===== src/rtl/tp_page_sched_pkg.sv =====
// Shared types and helpers for the test-point page scheduler.
package tp_sched_pkg;

  localparam int unsigned TP_PAGE_W = 4;

  typedef enum logic [1:0] {
    ST_RUN   = 2'd0,
    ST_BLANK = 2'd1,
    ST_FRZ   = 2'd2
  } tp_state_e;

  // Round-robin successor: the last page wraps back to page 0.
  function automatic logic [TP_PAGE_W-1:0] page_next(input logic [TP_PAGE_W-1:0] p,
                                                     input int unsigned npages);
    if (32'(p) + 32'd1 >= npages) return '0;
    return p + 1'b1;
  endfunction

endpackage


===== src/rtl/tp_page_sched_dwell_timer.sv =====
// Scan dwell counter: counts enabled cycles and pulses tc on the Nth one.
module tp_dwell_timer #(
  parameter int unsigned DWELL_W = 16
) (
  input  logic               clk,
  input  logic               rst,
  input  logic               clr,
  input  logic               en,
  input  logic [DWELL_W-1:0] dwell,
  output logic               tc
);

  logic [DWELL_W-1:0] cnt;
  logic               active;

  assign active = en && (dwell != '0);
  // Compare with >= so a dwell shortened mid-count still terminates.
  assign tc = active && (({1'b0, cnt} + (DWELL_W+1)'(1)) >= {1'b0, dwell});

  always_ff @(posedge clk or posedge rst) begin
    if (rst) begin
      cnt <= '0;
    end else if (clr || tc) begin
      cnt <= '0;
    end else if (active) begin
      cnt <= cnt + 1'b1;
    end
  end

endmodule


===== src/rtl/tp_page_sched.sv =====
// Selects which debug page drives the test-point header, with blanking on
// page changes, round-robin scan and an arm/trigger freeze.
module tp_page_sched
  import tp_sched_pkg::*;
#(
  parameter int unsigned NPAGES    = 4,
  parameter int unsigned TPW       = 16,
  parameter int unsigned BLANK_CYC = 4,
  parameter int unsigned DWELL_W   = 16
) (
  input  logic                  CLK,
  input  logic                  RST,
  input  logic [NPAGES*TPW-1:0] PAGE_DATA,
  input  logic                  SEL_WE,
  input  logic [TP_PAGE_W-1:0]  SEL_IN,
  input  logic                  SCAN_ENA,
  input  logic [DWELL_W-1:0]    SCAN_DWELL,
  input  logic                  ARM,
  input  logic                  TRIG,
  output logic [TPW-1:0]        TP_OUT,
  output logic [TPW-1:0]        TP_DIR,
  output logic [TP_PAGE_W-1:0]  PAGE,
  output logic                  BLANKING,
  output logic                  FROZEN,
  output logic                  SEL_ERR
);

  localparam int unsigned BW = $clog2(BLANK_CYC + 1);
  localparam logic [BW-1:0] BLANK_INIT = BW'(BLANK_CYC - 1);

  tp_state_e              state;
  logic [BW-1:0]          blank_cnt;
  logic [TP_PAGE_W-1:0]   page;
  logic [TP_PAGE_W-1:0]   pending;
  logic [TP_PAGE_W-1:0]   pend_nxt;
  logic [TPW-1:0]         tp_out;
  logic [TPW-1:0]         page_word;
  logic                   trig_q;
  logic                   sel_err;
  logic                   sel_ok;
  logic                   sel_valid;
  logic                   trig_fire;
  logic                   dwell_en;
  logic                   dwell_clr;
  logic                   dwell_tc;

  assign sel_ok    = 32'(SEL_IN) < NPAGES;
  assign sel_valid = SEL_WE && sel_ok;
  assign trig_fire = TRIG && !trig_q && ARM;
  assign pend_nxt  = sel_valid ? SEL_IN : pending;
  assign page_word = PAGE_DATA[TPW*int'(page) +: TPW];

  // Dwell runs only in RUN; it restarts whenever the displayed page changes.
  assign dwell_en  = (state == ST_RUN) && SCAN_ENA;
  assign dwell_clr = !SCAN_ENA
                  || ((state == ST_RUN) && !trig_fire && sel_valid && (SEL_IN != page))
                  || ((state == ST_FRZ) && !ARM && (pend_nxt != page));

  tp_dwell_timer #(.DWELL_W(DWELL_W)) u_dwell (
    .clk   (CLK),
    .rst   (RST),
    .clr   (dwell_clr),
    .en    (dwell_en),
    .dwell (SCAN_DWELL),
    .tc    (dwell_tc)
  );

  always_ff @(posedge CLK or posedge RST) begin
    if (RST) begin
      state     <= ST_BLANK;
      blank_cnt <= BLANK_INIT;
      page      <= '0;
      pending   <= '0;
      tp_out    <= '0;
      trig_q    <= 1'b0;
      sel_err   <= 1'b0;
    end else begin
      trig_q  <= TRIG;
      sel_err <= SEL_WE && !sel_ok;
      unique case (state)
        ST_RUN: begin
          tp_out <= page_word;
          if (trig_fire) begin
            state   <= ST_FRZ;
            pending <= pend_nxt == pending && !sel_valid ? page : pend_nxt;
          end else if (sel_valid) begin
            // Any valid select in an advance cycle suppresses the advance.
            if (SEL_IN != page) begin
              page      <= SEL_IN;
              state     <= ST_BLANK;
              blank_cnt <= BLANK_INIT;
            end
          end else if (dwell_tc) begin
            page      <= page_next(page, NPAGES);
            state     <= ST_BLANK;
            blank_cnt <= BLANK_INIT;
          end
        end
        ST_BLANK: begin
          tp_out <= '0;
          if (sel_valid) begin
            page      <= SEL_IN;
            blank_cnt <= BLANK_INIT;
          end else if (blank_cnt == '0) begin
            state <= ST_RUN;
          end else begin
            blank_cnt <= blank_cnt - 1'b1;
          end
        end
        ST_FRZ: begin
          pending <= pend_nxt;
          if (!ARM) begin
            if (pend_nxt != page) begin
              page      <= pend_nxt;
              state     <= ST_BLANK;
              blank_cnt <= BLANK_INIT;
            end else begin
              state <= ST_RUN;
            end
          end
        end
        default: begin
          state     <= ST_BLANK;
          blank_cnt <= BLANK_INIT;
        end
      endcase
    end
  end

  assign TP_OUT   = tp_out;
  assign TP_DIR   = '0;
  assign PAGE     = page;
  assign BLANKING = (state == ST_BLANK);
  assign FROZEN   = (state == ST_FRZ);
  assign SEL_ERR  = sel_err;

endmodule


===== config.mk =====
export PLATFORM = sky130hd
export DESIGN_NAME = tp_page_sched
export DESIGN_NICKNAME = d
export VERILOG_FILES = /design/src/rtl/tp_page_sched_pkg.sv /design/src/rtl/tp_page_sched_dwell_timer.sv /design/src/rtl/tp_page_sched.sv
export SDC_FILE = /design/constraint.sdc
export NUM_CORES = 1
export LEC_CHECK = 0
export ABC_CLOCK_PERIOD_IN_PS = 3900
export CAP_MARGIN = 40
export CORE_ASPECT_RATIO = 1.75
export CORE_MARGIN = 2
export CORE_UTILIZATION = 46
export CTS_CLUSTER_DIAMETER = 100
export DETAILED_ROUTE_END_ITERATION = 10
export GPL_TIMING_DRIVEN = 0
export HOLD_SLACK_MARGIN = 0.1
export PLACE_DENSITY_LB_ADDON = 0.08
export SLEW_MARGIN = 20
export SYNTH_ARGS = -nofsm -noshare
export SYNTH_HDL_FRONTEND = slang
export SYNTH_SLANG_ARGS = --single-unit

===== constraint.sdc =====
create_clock -name CLK -period 3.9 [get_ports CLK]
set_input_delay 0.78 -clock CLK [delete_from_list [all_inputs] [get_ports CLK]]
set_output_delay 0.78 -clock CLK [all_outputs]
set_load 0.02 [all_outputs]

== Word level (Yosys, flattened, before mapping) ==
Index checks and enable logic that the tools add are counted.
Widths: inputs -> output; s select.

* Latch bits: 0
* Flip-flop bits (word level): 47
* Output and inout port bits: 39
* Bits of input ports: 90
* Memories: 0
* Memory bits (read-only): 0
* Logic and storage cells: 107
* Bits in writable memories: 0

* $add $sub $neg: 5
* Bitwise gates (word level): 0
* Equal/unequal tests: 17
* $mul: 0
* Reductions and logical operators: 33
* Multiplexer cells: 40
* Magnitude comparators: 3
* Shift operators: 1
* Divide/modulo/power cells: 0

{| class="wikitable"
|+ Operators with widths
! kind !! count
|-
| $shiftx 64x9->16 || 1
|-
| $mux 4 || 12
|-
| $mux 16 || 2
|-
| $pmux 16 s2 || 1
|-
| $mux 3 || 8
|-
| $add 16x1->17 const B || 1
|-
| $ge 17x16->1 || 1
|-
| $add 16x1->16 const B || 1
|-
| $reduce_bool 16->1 || 1
|-
| $mux 2 || 7
|-
| $logic_and 1x1->1 || 13
|-
| $pmux 4 s3 || 1
|-
| $pmux 3 s3 || 1
|-
| $ne 2x2->1 const B || 4
|-
| $ne 4x3->1 const B || 2
|-
| $ne 4x4->1 || 2
|-
| $pmux 4 s2 || 1
|-
| $reduce_and 7->1 || 1
|-
| $logic_not 1->1 || 6
|-
| $mux 1 || 6
|-
| $ne 2x1->1 const B || 3
|-
| $ne 3x2->1 const B || 2
|-
| $pmux 2 s3 || 1
|-
| $reduce_and 6->1 || 1
|-
| other kinds (16) || 20
|}

== Depth between registers and ports, before layout ==
* Depth in word-level cells: 13
* Mapped depth: 15
* Mapped depth without buffers: 13

== By module ==
A second synthesis with hierarchy kept.

* Cell total of the unflattened synthesis: 366
* Area total of the unflattened synthesis: 3739.8 µm²

{| class="wikitable"
|+ Modules (own cells, without submodules)
! module !! sequential area each (µm²) !! cells an instance !! area each (µm²) !! times used
|-
| tp_page_sched || 779.5 || 196 || 2314.7 || 1
|-
| tp_dwell_timer || 400.4 || 170 || 1425.1 || 1
|}

== Worst setup path after synthesis ==
Ideal clock, no wire load.

* Kind: register -> register
* From: register u_dwell.cnt[0]
* To: register page[0], in the netlist PAGE[0]
* Cell stages (with the launch flop): 15
* Data required time: 3775 ps
* Arrival time: 3282 ps
* Setup time: 125 ps
* Buffers on the path: 1
* Path slack: 493 ps
* Clock period less this slack: 3407 ps
* Cells stage by stage: dfrtp_1 > ha_1 > nand3_1 > or2_2 > clkbuf_1 > nor2_1 > xor2_1 > ha_1 > and4_1 > nand2_1 > o211a_1 > o31ai_4 > a21boi_4 > a211oi_4 > mux2_2

* Word-level cells in the longest chain between the ends: 5

{| class="wikitable"
|+ Ends and longest elaborated chain
! what !! RTL line !! RTL
|-
| start, declared || tp_page_sched_dwell_timer.sv:13 || <nowiki>logic [DWELL_W-1:0] cnt;</nowiki>
|-
| start signal, assigned || tp_page_sched_dwell_timer.sv:26 || <nowiki>cnt <= cnt + 1'b1;</nowiki>
|-
| $add 16x1->17 || tp_page_sched_dwell_timer.sv:18 || <nowiki>assign tc = active && (({1'b0, cnt} + (DWELL_W+1)'(1)) >= {1'b0, dwell});</nowiki>
|-
| $ge 17x16->1 || tp_page_sched_dwell_timer.sv:18 ||
|-
| $logic_and 1x1->1 || tp_page_sched_dwell_timer.sv:18 ||
|-
| $ne 3x2->1 (no line) || -- ||
|-
| $reduce_and 7->1 (no line) || -- ||
|-
| end signal, assigned || tp_page_sched.sv:94 || <nowiki>page <= page_next(page, NPAGES);</nowiki>
|-
| end signal, assigned || tp_page_sched.sv:114 || <nowiki>page <= pend_nxt;</nowiki>
|-
| end, declared || tp_page_sched.sv:33 || <nowiki>logic [TP_PAGE_W-1:0] page;</nowiki>
|}

No other way between the ends.
A chain may end at the register's enable or synchronous reset.

== Final worst setup path ==
* From: register u_dwell.cnt[2]
* To: register page[3], in the netlist PAGE[3]

Same word-level chain as after synthesis.

==> flow_metrics.env <==
export IMPL_vdd_drop_max_mv=0.410
export IMPL_crit_arrival_ns=3.86
export IMPL_netlist_instances=362
export IMPL_total_power_mw=2.85
export IMPL_synth_edf_count=0
export IMPL_grt_pass1_wl_um=16700
export IMPL_clk_path_buf_depth=2
export IMPL_holdPathStages=1
export IMPL_yosysWarnings=0
export IMPL_drtAntennaViolNets=0
export IMPL_power_density_nw_per_um2=550
export IMPL_max_slew_margin_pct=49.7
export IMPL_clock_latency_ns=0.29
export IMPL_start_util_pct=46.9
export IMPL_yosysSeqAreaShare_pct=32.3
export IMPL_crit_chain="and3_2 > and4_1 > nor3b_1 > nand2_1 > xnor2_1 > ha_1 > nand3_1 > nor3_2 > a311oi_2 > o31ai_4 > a21boi_4 > a211oi_4 > mux2_2"
export IMPL_critPathKind="reg2reg"
export IMPL_route_detailed_drc=0
export IMPL_die_w_um=71.4
export IMPL_drt_iter0_drc=156
export IMPL_fp_coreArea_um2=7800
export IMPL_maxCapViolations=0
export IMPL_fin_area_um2=5180
export IMPL_clock_root_buffer="clkbuf_16"
export IMPL_vias_per_cell=5.61
export IMPL_async_reset_ff_share_pct=100
export IMPL_clock_skew_ns=0.00970
export IMPL_first_pass_iters=4
export IMPL_grt_pass1_vias=3590
export IMPL_p_sw_share_pct=39.4
export IMPL_n_antenna_cell=0
export IMPL_status="complete, no violations"
export IMPL_reg2reg_depth=13
export IMPL_whs_endpoint="TP_OUT[15]"
export IMPL_gp_congestion=0.909
export IMPL_cp_max_fo=6
export IMPL_hold_class="reg2reg"
export IMPL_slowest_stage="dfrtp_1"
export IMPL_combPwrFrac_pct=57.8
export IMPL_slew_violations=0
export IMPL_grt_max_degree=30
export IMPL_p_sw_mw=1.12
export IMPL_synth_ff_type="dfrtp_1"
export IMPL_drive_above_1_share_pct=16.2
export IMPL_wl_um=9890
export IMPL_p_clk_share_pct=17.2
export IMPL_grt_overflow_total=0
export IMPL_cts_max_level=2
export IMPL_fin_crit_ns=3.69
export IMPL_start_kind="flip-flop"
export IMPL_worstReg2RegEnd="PAGE[3]"
export IMPL_seqPwrFrac_pct=25.0
export IMPL_post_drt_wl_per_cell_um=16.8
export IMPL_p_int_mw=1.73
export IMPL_ys_types=58
export IMPL_p_leak_nw=2.30
export IMPL_cts_tree="built"
export IMPL_hold_viol_final=0
export IMPL_reg2reg_setup_slack_ns=0.21
export IMPL_port_buffer_count=112
export IMPL_tightest_slew_ns=0.755
export IMPL_path_delay_family="simple AND/OR/NAND/NOR gates"
export IMPL_max_stage_delay_ns=0.42
export IMPL_setup_viol=0
export IMPL_rows=43
export IMPL_syn2layout_area_growth_pct=41.7
export IMPL_whs_ns=0.508
export IMPL_syn_cell_area_um2=3660
export IMPL_pin_count=129
export IMPL_rsz0062_at_grt="no"
export IMPL_cts_sinks=47
export IMPL_grt_total_usage_pct=24.2
export IMPL_timing_critical_path_buf_inv=0
export IMPL_syn_avg_cell_area_um2=10.1
export IMPL_layout_nets=614
export IMPL_die_y_um=122
export IMPL_antenna_found_initial=0
export IMPL_hold_start="TP_OUT[15]"
export IMPL_dp_worst_setup_slack_ns=-0.0910
export IMPL_endpoint_kind="flip-flop"
export IMPL_setup_ws_ns=0.209
export IMPL_fmax_ghz=0.271
export IMPL_cts_buffers=5
export IMPL_place_area_um2=4970
export IMPL_dieArea_um2=8700
export IMPL_period_share_pct=94.6
export IMPL_ys_ff_latch=47
export IMPL_vias=3308
export IMPL_required_ns=4.07
export IMPL_dp_final_hpwl_um=8230
export IMPL_clk_pin_slew_ns=0.07
export IMPL_timing_rr_start="u_dwell.cnt[2]"
[power by group through the flow]
stage / clock [mW] / combinational (mW) / sequential, mW
2_1_floorplan: 0 / 1.05 / 0.781
3_3_place_gp: 0 / 1.63 / 0.713
3_5_place_dp: 0 / 1.66 / 0.712
4_1_cts: 0.497 / 1.66 / 0.708
5_1_grt: 0.512 / 1.81 / 0.727
6_report: 0.490 / 1.65 / 0.713
[worst reg2reg max path, cell delays in order, from the launching register on]
cell      delay (ns)
dfrtp_1         0.42
and3_2          0.27
and4_1          0.31
nor3b_1         0.32
nand2_1         0.11
xnor2_1         0.15
ha_1            0.34
nand3_1         0.21
nor3_2          0.28
a311oi_2        0.10
o31ai_4         0.16
a21boi_4        0.14
a211oi_4        0.39
mux2_2          0.38
[cells in the final DEF (no fill, tap or decap), drive strengths merged, types with 6 or more instances in the layout]
cell           netlist  routed
dfrtp               44      44
a22o                19      19
conb                 1      16
nand2b               6       6
o21ai                9       9
nand2               22      22
nand4                6       6
nand3                9       9
xnor2               15      15
buf                 24      28
nor2                27      27
mux4                16      16
ha                  25      25
a21oi               15      15
clkdlybuf4s50        0     112
xor2                 6       6
inv                 21      21
clkbuf              11      15
[stage by stage]
| step | cells | utilization [%] | setup TNS, ns |
|---|---|---|---|
| 2_1_floorplan | 377 | - | 0 |
| 3_3_place_gp | 579 | 63.4 | -0.0993 |
| 3_5_place_dp | 581 | 63.7 | -0.333 |
| 4_1_cts | 589 | 65.9 | 0 |
| 5_1_grt | 590 | 66.4 | 0 |
| 6_report | 590 | 66.4 | 0 |
[layer usage]
metal	GRT usage [%]	routed length, um	vias to the layer above	share of wire, %
met4	11.8	358	0	3.6
met1	24.0	3340	1569	34
li1	-	-	1582	-
met2	46.7	5620	128	57
met3	4.47	580	29	5.9
met5	0	0	-	0
[worst max-delay path by stage]
stage	from	end	cells after the start
floorplan	u_dwell.cnt[0]	PAGE[0]	14
global placement	u_dwell.cnt[0]	PAGE[3]	14
detailed placement	u_dwell.cnt[0]	PAGE[3]	14
CTS	u_dwell.cnt[0]	PAGE[3]	14
global route	u_dwell.cnt[2]	u_dwell.cnt[3]	14
finish	u_dwell.cnt[2]	PAGE[3]	13
[synth_stat cells, types with 6 or more instances]
cell      count  share of area (%)
clkbuf_1     11                1.1
xor2_1        6                1.4
a21oi_1      15                2.1
dfrtp_1      44                 30
a22o_1       19                4.6
mux4_2       16                9.9
nor2_1       27                2.8
o21ai_0       9                1.2
nand3_1       9                1.2
buf_4        17                3.5
inv_1        21                2.2
nand2b_1      6                1.0
xnor2_1      15                3.6
ha_1         25                8.6
nand2_1      22                2.3
[cell families after synthesis]
| logic type | count (synthesis) | share of synthesized area (%) |
|---|---|---|
| buffers and inverters | 56 | 7.67 |
| XOR/XNOR | 21 | 5.03 |
| other | 1 | 0.103 |
| AO/OA/AOI/OAI | 80 | 17.7 |
| multiplexers | 23 | 11.9 |
| flip-flops | 47 | 32.3 |
| adder cells (fa/ha/maj) | 25 | 8.56 |
| AND/OR/NAND/NOR | 109 | 16.7 |
[what timing repair did]
| item | 4_1_cts | 5_1_grt |
|---|---|---|
| gates cloned | 0 | 0 |
| setup endpoints to repair | 5 | 20 |
| pin swaps | 2 | 2 |
| setup buffers | 0 | 2 |
| resized for setup | 1 | 8 |
| hold buffers | 0 | 0 |
[flip-flops by register name (all words and copies together) (netlist names)]
register     cells
PAGE             4
SEL_ERR          1
TP_OUT          16
blank_cnt        3
pending          4
state            2
trig_q           1
u_dwell.cnt     16
[cell type report]
type | count | area, um2
Inverter | 21 | 78.8
Sequential cell | 47 | 1180
Buffer | 34 | 199
Tap cell | 90 | 113
Multi-Input combinational cell | 274 | 2280
Clock inverter | 3 | 43.8
Timing Repair Buffer | 116 | 1160
Clock buffer | 5 | 125
Fill cell | 667 | 2620
Power figures use the tool's default switching activity.
